--- config.mk ---
export PLATFORM = sky130hd
export DESIGN_NAME = stage_fwd_reg_flat
export DESIGN_NICKNAME = d
export VERILOG_FILES = /design/src/rtl/pipe_pkg.sv /design/src/rtl/stage_fwd_reg_if.sv /design/src/rtl/stage_fwd_reg_mux.sv /design/src/rtl/stage_fwd_reg.sv /design/src/flat_wrapper.sv
export SDC_FILE = /design/constraint.sdc
export NUM_CORES = 1
export LEC_CHECK = 0
export CORE_AREA = 3 3 146 148
export DETAILED_ROUTE_END_ITERATION = 10
export DIE_AREA = 0 0 149 151
export PLACE_DENSITY = 0.84
export SYNTH_ARGS = -nofsm -noshare
export SYNTH_HDL_FRONTEND = slang
export SYNTH_SLANG_ARGS = --single-unit
--- constraint.sdc ---
create_clock -name clk -period 3.1 [get_ports clk]
set_input_delay 0.465 -clock clk [delete_from_list [all_inputs] [get_ports clk]]
set_output_delay 0.465 -clock clk [all_outputs]
set_load 0.01 [all_outputs]
--- src/rtl/pipe_pkg.sv ---
// Shared pipeline definitions: forward-select codes, GPR width, Tnew helper.
package pipe_pkg;

    localparam int unsigned GPR_AW   = 5;
    localparam int unsigned FWD_NONE = 0;
    localparam int unsigned SAT_W    = 8;

    // Select code that picks the link address (PC + offset)
    function automatic int unsigned fwd_pc_code(input int unsigned num_src);
        return num_src + 1;
    endfunction

    // Saturating decrement; callers cast to their own Tnew width (<= SAT_W)
    function automatic logic [SAT_W-1:0] sat_dec(input logic [SAT_W-1:0] x);
        return (x == '0) ? '0 : (x - SAT_W'(1));
    endfunction

endpackage

--- src/rtl/stage_fwd_reg_if.sv ---
// Stage register bus: upstream fields in, registered fields and forward bus out.
interface stage_fwd_reg_if #(
    parameter int unsigned DATA_W  = 32,
    parameter int unsigned NUM_SRC = 3,
    parameter int unsigned TNEW_W  = 2
);
    import pipe_pkg::*;

    localparam int unsigned SEL_W = $clog2(NUM_SRC + 2);

    logic                      en;
    logic                      flush;
    logic                      valid_in;
    logic [DATA_W-1:0]         pc_in;
    logic [DATA_W-1:0]         instr_in;
    logic [GPR_AW-1:0]         dst_in;
    logic [TNEW_W-1:0]         tnew_in;
    logic [SEL_W-1:0]          fwd_sel_in;
    logic [NUM_SRC*DATA_W-1:0] src_in;

    logic [DATA_W-1:0]         pc_out;
    logic [DATA_W-1:0]         instr_out;
    logic [NUM_SRC*DATA_W-1:0] src_out;
    logic                      valid_out;
    logic [GPR_AW-1:0]         dst_out;
    logic [TNEW_W-1:0]         tnew_out;
    logic [DATA_W-1:0]         fwd_data;
    logic [GPR_AW-1:0]         fwd_dst;
    logic                      fwd_ready;

    modport master (
        output en, flush, valid_in, pc_in, instr_in, dst_in, tnew_in, fwd_sel_in, src_in,
        input  pc_out, instr_out, src_out, valid_out, dst_out, tnew_out,
               fwd_data, fwd_dst, fwd_ready
    );

    modport slave (
        input  en, flush, valid_in, pc_in, instr_in, dst_in, tnew_in, fwd_sel_in, src_in,
        output pc_out, instr_out, src_out, valid_out, dst_out, tnew_out,
               fwd_data, fwd_dst, fwd_ready
    );

endinterface

--- src/rtl/stage_fwd_reg_mux.sv ---
// Forward-source selector: none, one payload channel, or PC + offset.
module fwd_src_mux
    import pipe_pkg::*;
#(
    parameter int unsigned NUM_SRC   = 3,
    parameter int unsigned DATA_W    = 32,
    parameter int unsigned PC_OFFSET = 8
) (
    input  logic [$clog2(NUM_SRC+2)-1:0] i_sel,
    input  logic [NUM_SRC*DATA_W-1:0]    i_src,
    input  logic [DATA_W-1:0]            i_pc,
    output logic [DATA_W-1:0]            o_data
);
    localparam int unsigned SEL_W = $clog2(NUM_SRC + 2);

    // Decode select; unused codes (0 and above the PC code) yield zero
    always_comb begin
        o_data = '0;
        for (int unsigned k = 1; k <= NUM_SRC; k++) begin
            if (i_sel == SEL_W'(k)) begin
                o_data = i_src[(k-1)*DATA_W +: DATA_W];
            end
        end
        if (i_sel == SEL_W'(fwd_pc_code(NUM_SRC))) begin
            o_data = i_pc + DATA_W'(PC_OFFSET);
        end
    end

endmodule

--- src/rtl/stage_fwd_reg.sv ---
// Inter-stage pipeline register with stall/flush, Tnew countdown and a qualified forward bus.
module stage_fwd_reg
    import pipe_pkg::*;
#(
    parameter int unsigned DATA_W    = 32,
    parameter int unsigned NUM_SRC   = 3,
    parameter int unsigned TNEW_W    = 2,
    parameter int unsigned PC_OFFSET = 8
) (
    input  logic            clk,
    input  logic            reset,
    stage_fwd_reg_if.slave  bus
);
    localparam int unsigned SEL_W = $clog2(NUM_SRC + 2);

    logic                      r_valid;
    logic [DATA_W-1:0]         r_pc;
    logic [DATA_W-1:0]         r_instr;
    logic [GPR_AW-1:0]         r_dst;
    logic [TNEW_W-1:0]         r_tnew;
    logic [SEL_W-1:0]          r_sel;
    logic [NUM_SRC*DATA_W-1:0] r_src;

    logic [TNEW_W-1:0]         w_tnew_nxt;
    logic                      w_ready;
    logic [DATA_W-1:0]         w_fwd_data;

    // Tnew counts down from the new value on load, or in place while stalled
    always_comb begin
        w_tnew_nxt = TNEW_W'(sat_dec(SAT_W'(bus.en ? bus.tnew_in : r_tnew)));
    end

    // Field registers: flush beats load beats hold; a bubble keeps its PC
    always_ff @(posedge clk or negedge reset) begin
        if (!reset) begin
            r_valid <= 1'b0;
            r_pc    <= '0;
            r_instr <= '0;
            r_dst   <= '0;
            r_tnew  <= '0;
            r_sel   <= '0;
            r_src   <= '0;
        end else if (bus.flush) begin
            r_valid <= 1'b0;
            r_pc    <= bus.pc_in;
            r_instr <= '0;
            r_dst   <= '0;
            r_tnew  <= '0;
            r_sel   <= '0;
            r_src   <= '0;
        end else if (bus.en) begin
            r_valid <= bus.valid_in;
            r_pc    <= bus.pc_in;
            r_instr <= bus.instr_in;
            r_dst   <= bus.dst_in;
            r_tnew  <= w_tnew_nxt;
            r_sel   <= bus.fwd_sel_in;
            r_src   <= bus.src_in;
        end else begin
            r_tnew  <= w_tnew_nxt;
        end
    end

    fwd_src_mux #(
        .NUM_SRC   (NUM_SRC),
        .DATA_W    (DATA_W),
        .PC_OFFSET (PC_OFFSET)
    ) u_mux (
        .i_sel  (r_sel),
        .i_src  (r_src),
        .i_pc   (r_pc),
        .o_data (w_fwd_data)
    );

    // Forward is usable only for a real producer with a final, selected result
    always_comb begin
        w_ready = r_valid && (r_dst != '0) && (r_tnew == '0) && (r_sel != SEL_W'(FWD_NONE));
    end

    assign bus.valid_out = r_valid;
    assign bus.pc_out    = r_pc;
    assign bus.instr_out = r_instr;
    assign bus.dst_out   = r_dst;
    assign bus.tnew_out  = r_tnew;
    assign bus.src_out   = r_src;
    assign bus.fwd_data  = w_fwd_data;
    assign bus.fwd_dst   = w_ready ? r_dst : '0;
    assign bus.fwd_ready = w_ready;

endmodule

--- src/flat_wrapper.sv ---
// flat-port wrapper written by rule: the top's interface ports become plain ports
module stage_fwd_reg_flat import pipe_pkg::*;
#(
    parameter int unsigned DATA_W    = 32,
    parameter int unsigned NUM_SRC   = 3,
    parameter int unsigned TNEW_W    = 2,
    parameter int unsigned PC_OFFSET = 8
)
  (clk, reset, bus_en, bus_flush, bus_valid_in, bus_pc_in, bus_instr_in, bus_dst_in, bus_tnew_in, bus_fwd_sel_in, bus_src_in, bus_pc_out, bus_instr_out, bus_src_out, bus_valid_out, bus_dst_out, bus_tnew_out, bus_fwd_data, bus_fwd_dst, bus_fwd_ready);
  stage_fwd_reg_if #(.DATA_W(DATA_W), .NUM_SRC(NUM_SRC), .TNEW_W(TNEW_W)) bus_i ();
  input  logic clk;
  input  logic reset;
  input wire logic [$bits(bus_i.en)-1:0] bus_en;
  input wire logic [$bits(bus_i.flush)-1:0] bus_flush;
  input wire logic [$bits(bus_i.valid_in)-1:0] bus_valid_in;
  input wire logic [$bits(bus_i.pc_in)-1:0] bus_pc_in;
  input wire logic [$bits(bus_i.instr_in)-1:0] bus_instr_in;
  input wire logic [$bits(bus_i.dst_in)-1:0] bus_dst_in;
  input wire logic [$bits(bus_i.tnew_in)-1:0] bus_tnew_in;
  input wire logic [$bits(bus_i.fwd_sel_in)-1:0] bus_fwd_sel_in;
  input wire logic [$bits(bus_i.src_in)-1:0] bus_src_in;
  output wire logic [$bits(bus_i.pc_out)-1:0] bus_pc_out;
  output wire logic [$bits(bus_i.instr_out)-1:0] bus_instr_out;
  output wire logic [$bits(bus_i.src_out)-1:0] bus_src_out;
  output wire logic [$bits(bus_i.valid_out)-1:0] bus_valid_out;
  output wire logic [$bits(bus_i.dst_out)-1:0] bus_dst_out;
  output wire logic [$bits(bus_i.tnew_out)-1:0] bus_tnew_out;
  output wire logic [$bits(bus_i.fwd_data)-1:0] bus_fwd_data;
  output wire logic [$bits(bus_i.fwd_dst)-1:0] bus_fwd_dst;
  output wire logic [$bits(bus_i.fwd_ready)-1:0] bus_fwd_ready;
  assign bus_i.en = bus_en;
  assign bus_i.flush = bus_flush;
  assign bus_i.valid_in = bus_valid_in;
  assign bus_i.pc_in = bus_pc_in;
  assign bus_i.instr_in = bus_instr_in;
  assign bus_i.dst_in = bus_dst_in;
  assign bus_i.tnew_in = bus_tnew_in;
  assign bus_i.fwd_sel_in = bus_fwd_sel_in;
  assign bus_i.src_in = bus_src_in;
  assign bus_pc_out = bus_i.pc_out;
  assign bus_instr_out = bus_i.instr_out;
  assign bus_src_out = bus_i.src_out;
  assign bus_valid_out = bus_i.valid_out;
  assign bus_dst_out = bus_i.dst_out;
  assign bus_tnew_out = bus_i.tnew_out;
  assign bus_fwd_data = bus_i.fwd_data;
  assign bus_fwd_dst = bus_i.fwd_dst;
  assign bus_fwd_ready = bus_i.fwd_ready;
  stage_fwd_reg #(.DATA_W(DATA_W), .NUM_SRC(NUM_SRC), .TNEW_W(TNEW_W), .PC_OFFSET(PC_OFFSET)) u_core (.clk(clk), .reset(reset), .bus(bus_i));
endmodule
==> results.cfg <==
[critical_path]
cp.arrival_ns = 2.60
worst_setup_path_start_kind = flop
crit_path_max_fanout = 6
setup.worst_path.class = reg -> out
ff2ff_path_depth = 3
timing.critical_path.to_type = output pin
worstPathRequired_ns = 2.63

[power]
cellPowerDensity_nw_per_um2 = 445
irDropWorstVdd_mv = 0.364
seqPwrFrac_pct = 42.1
share_clk_of_total_power_pct = 36.1
power.share.combinational_pct = 21.8
finalPower_uw = 5920
total_leakage_power_uw = 0.00586
internal_power_uw = 4230
swShare_pct = 28.6
p_switching_uw = 1690

[floorplan]
ios = 381
dieArea_sq_um = 22500
core-area_sq_um = 20200
chipHeight_um = 151
rows = 52
width_of_the_die_um = 149
initial_core_util_pct = 41.5

[final_layout]
utilization_pct = 66.0
insertedDiodeCount = 0
syn_to_layout_area_delta_pct = 58.9
share_of_post_route_cells_with_drive_strength_above_1_pct = 13.8
layout.cell_area.non_filler_sq_um = 13300
num-nets-final = 1320

[status]
run_status = finished clean

[route]
finalWirelength_um = 30300
wl_per_cell_um = 21.2
starting_drt_drc_count = 428
route.vias.total = 7677
drcViolationCount = 0
avgViaCountPerCell = 5.38
detailedRoute.firstPassIterationCount = 5
ant_nets = 0

[synthesis]
yosysUniqueCellTypes = 40
synth_enable_flop_cells = 0
synth_top_cell_area_share_pct = 51.1
cell_types_with_the_largest_area_share_after_synthesis = sky130_fd_sc_hd__dfrtp_1 (51%), sky130_fd_sc_hd__mux2i_1 (16%), sky130_fd_sc_hd__mux2_2 (8.6%), sky130_fd_sc_hd__nor2_1 (6.8%), sky130_fd_sc_hd__a22oi_1 (2.9%)
yosysMostFrequentCell = sky130_fd_sc_hd__dfrtp_1
syn-cell-area_sq_um = 8370
synth-seq-cells = 171
synth_top_area_cell = sky130_fd_sc_hd__dfrtp_1
synth_fp_nets = 935
synthesis.instances = 759
synthesis.yosys.warnings = 0
asr_flop_ratio_synth_pct = 100
syn_avg_cell_area_sq_um = 11.0
yosysSeqAreaShare_pct = 51.1
ys.flop_type = sky130_fd_sc_hd__dfrtp_1
yosys-top-cells-count = sky130_fd_sc_hd__dfrtp_1 (171), sky130_fd_sc_hd__nor2_1 (151), sky130_fd_sc_hd__mux2i_1 (137), sky130_fd_sc_hd__mux2_2 (64), sky130_fd_sc_hd__clkbuf_1 (46)

[clock_tree]
htree_num_levels = 4
tritoncts = built
cts.sinks = 171
cts_max_path_buffers = 2
cts_made_buffers = 17
path_clk_slew_ns = 0.07
clock_latency_ns = 0.42
root_buffer = sky130_fd_sc_hd__clkbuf_16

[place]
place_hpwl_um = 22400
buffer_ports.inserted = 380
post-place-ws_ns = 0.171
placement.cell_area_sq_um = 12600
routabilityCongestion = 0.855

[timing]
timing.final.hold_violations = 0
worst_hold_slack_ns = 0.0101
timing.final.max_slew_violations = 0
layout_setup_ws_ns = 0.0327
max_slew.worst_pin.slew_ns = 0.938
setup_viol_count_final = 0
timing.clock.skew_ns = 0.00254
maxSlewHeadroom_pct = 37.5
layout_worst_path_cycle_share_pct = 98.9
fmax_mhz = 326
clock_period_minus_final_worst_setup_slack_ns = 3.07
rsz0062_at_grt = yes

[global_routing]
grt-ovfl-total = 0
antenna_found_initial = 0
grt_util_all_layers_pct = 26.2
global_route_wire_length_before_repair_um = 45200
pin_count_of_the_biggest_net_entering_global_routing = 82
first_global_vias = 7718

[run]
maxCapViolations = 0

[min_path]
timing.hold.worst.class = in -> async
[cells in the final DEF, fill, tap and decap left out, types with 8 or more instances in the layout]
cell type,Yosys,final
sky130_fd_sc_hd__nand2_1,15,15
sky130_fd_sc_hd__mux2i_1,137,137
sky130_fd_sc_hd__and3_1,8,8
sky130_fd_sc_hd__mux2_2,64,64
sky130_fd_sc_hd__a22oi_1,32,31
sky130_fd_sc_hd__clkbuf_16,0,17
sky130_fd_sc_hd__buf_4,0,40
sky130_fd_sc_hd__nand3_1,12,12
sky130_fd_sc_hd__dlygate4sd2_1,0,8
sky130_fd_sc_hd__clkdlybuf4s50_1,0,366
sky130_fd_sc_hd__o211ai_1,13,13
sky130_fd_sc_hd__and2_1,8,8
sky130_fd_sc_hd__dfrtp_1,171,168
sky130_fd_sc_hd__nor2_1,151,150
sky130_fd_sc_hd__xnor2_1,8,8
sky130_fd_sc_hd__nand4_1,9,9
sky130_fd_sc_hd__o22ai_1,14,14
[cell families after synthesis]
logic type,after synthesis,synth area share (%)
AND/OR/NAND/NOR,233,12.8
multiplexers,201,25.0
flip-flops,171,51.1
AO/OA/AOI/OAI,80,6.92
buffers and inverters,60,2.72
XOR/XNOR,13,1.36
adder cells (fa/ha/maj),1,0.149
[path summary, 6_finish.rpt]
path | start | endpoint | slack (ns)
max in group asynchronous | reset | u_core.bus.src_out[50] | 2.28
hold / removal | reset | u_core.bus.instr_out[0] | 0.01
setup reg to reg | u_core.r_sel[2] | u_core.r_sel[2] | 1.99
hold reg to reg | u_core.bus.instr_out[20] | u_core.bus.instr_out[20] | 0.53
min in group clk | u_core.bus.instr_out[20] | u_core.bus.instr_out[20] | 0.53
setup / recovery | u_core.bus.pc_out[3] | bus_fwd_data[18] | 0.03
[timing repair]
action / CTS / global route
resized for setup: 14 / 9
setup endpoints to repair: 22 / 11
hold buffers: 0 / 0
buffers inserted: 3 / 5
pin swaps: 1 / 3
[flip-flops by register name (all words and copies together), names as in the netlist]
| signal | flops |
|---|---|
| u_core.bus.pc_out | 32 |
| u_core.bus.tnew_out | 2 |
| u_core.bus.src_out | 96 |
| u_core.r_sel | 3 |
| u_core.bus.dst_out | 5 |
| u_core.bus.valid_out | 1 |
| u_core.bus.instr_out | 32 |
[routing by layer]
layer	global-route usage [%]	wire, um	up-vias	share of wire (%)
li1	-	-	3491	-
met1	32.2	11700	3736	39
met2	44.9	15100	393	50
met3	7.42	2710	57	8.9
met4	8.56	834	0	2.8
met5	0	0	-	0
[critical path: stages, from the launching register on]
cell                            delay (ns)
sky130_fd_sc_hd__dfrtp_2              0.41
sky130_fd_sc_hd__buf_4                0.13
sky130_fd_sc_hd__nand4_1              0.19
sky130_fd_sc_hd__or4_4                0.51
sky130_fd_sc_hd__or4_1                0.45
sky130_fd_sc_hd__o211ai_1             0.17
sky130_fd_sc_hd__dlygate4sd2_1        0.32
[power groups by stage]
stage               Sequential (uW)  Combinational, uW  Clock (uW)
floorplan                      2580                425           0
global placement               2530               1270           0
detailed placement             2530               1280           0
CTS                            2490               1290        2170
global route                   2510               1370        2280
finish                         2490               1290        2140
[layout make-up]
type	count	area, sq um
Clock buffer	18	429
Clock inverter	14	156
Fill cell	1554	6860
Inverter	2	7.51
Multi-Input combinational cell	528	3910
Sequential cell	171	4280
Tap cell	270	338
Timing Repair Buffer	424	4190
[per-stage QoR]
stage | instances | setup TNS, ns
after floorplan | 759 | 0
after global placement | 1387 | 0
after detailed placement | 1387 | 0
after CTS | 1422 | 0
after global routing | 1427 | -0.211
final | 1427 | 0
No activity file was read; power rests on OpenSTA's default activity.
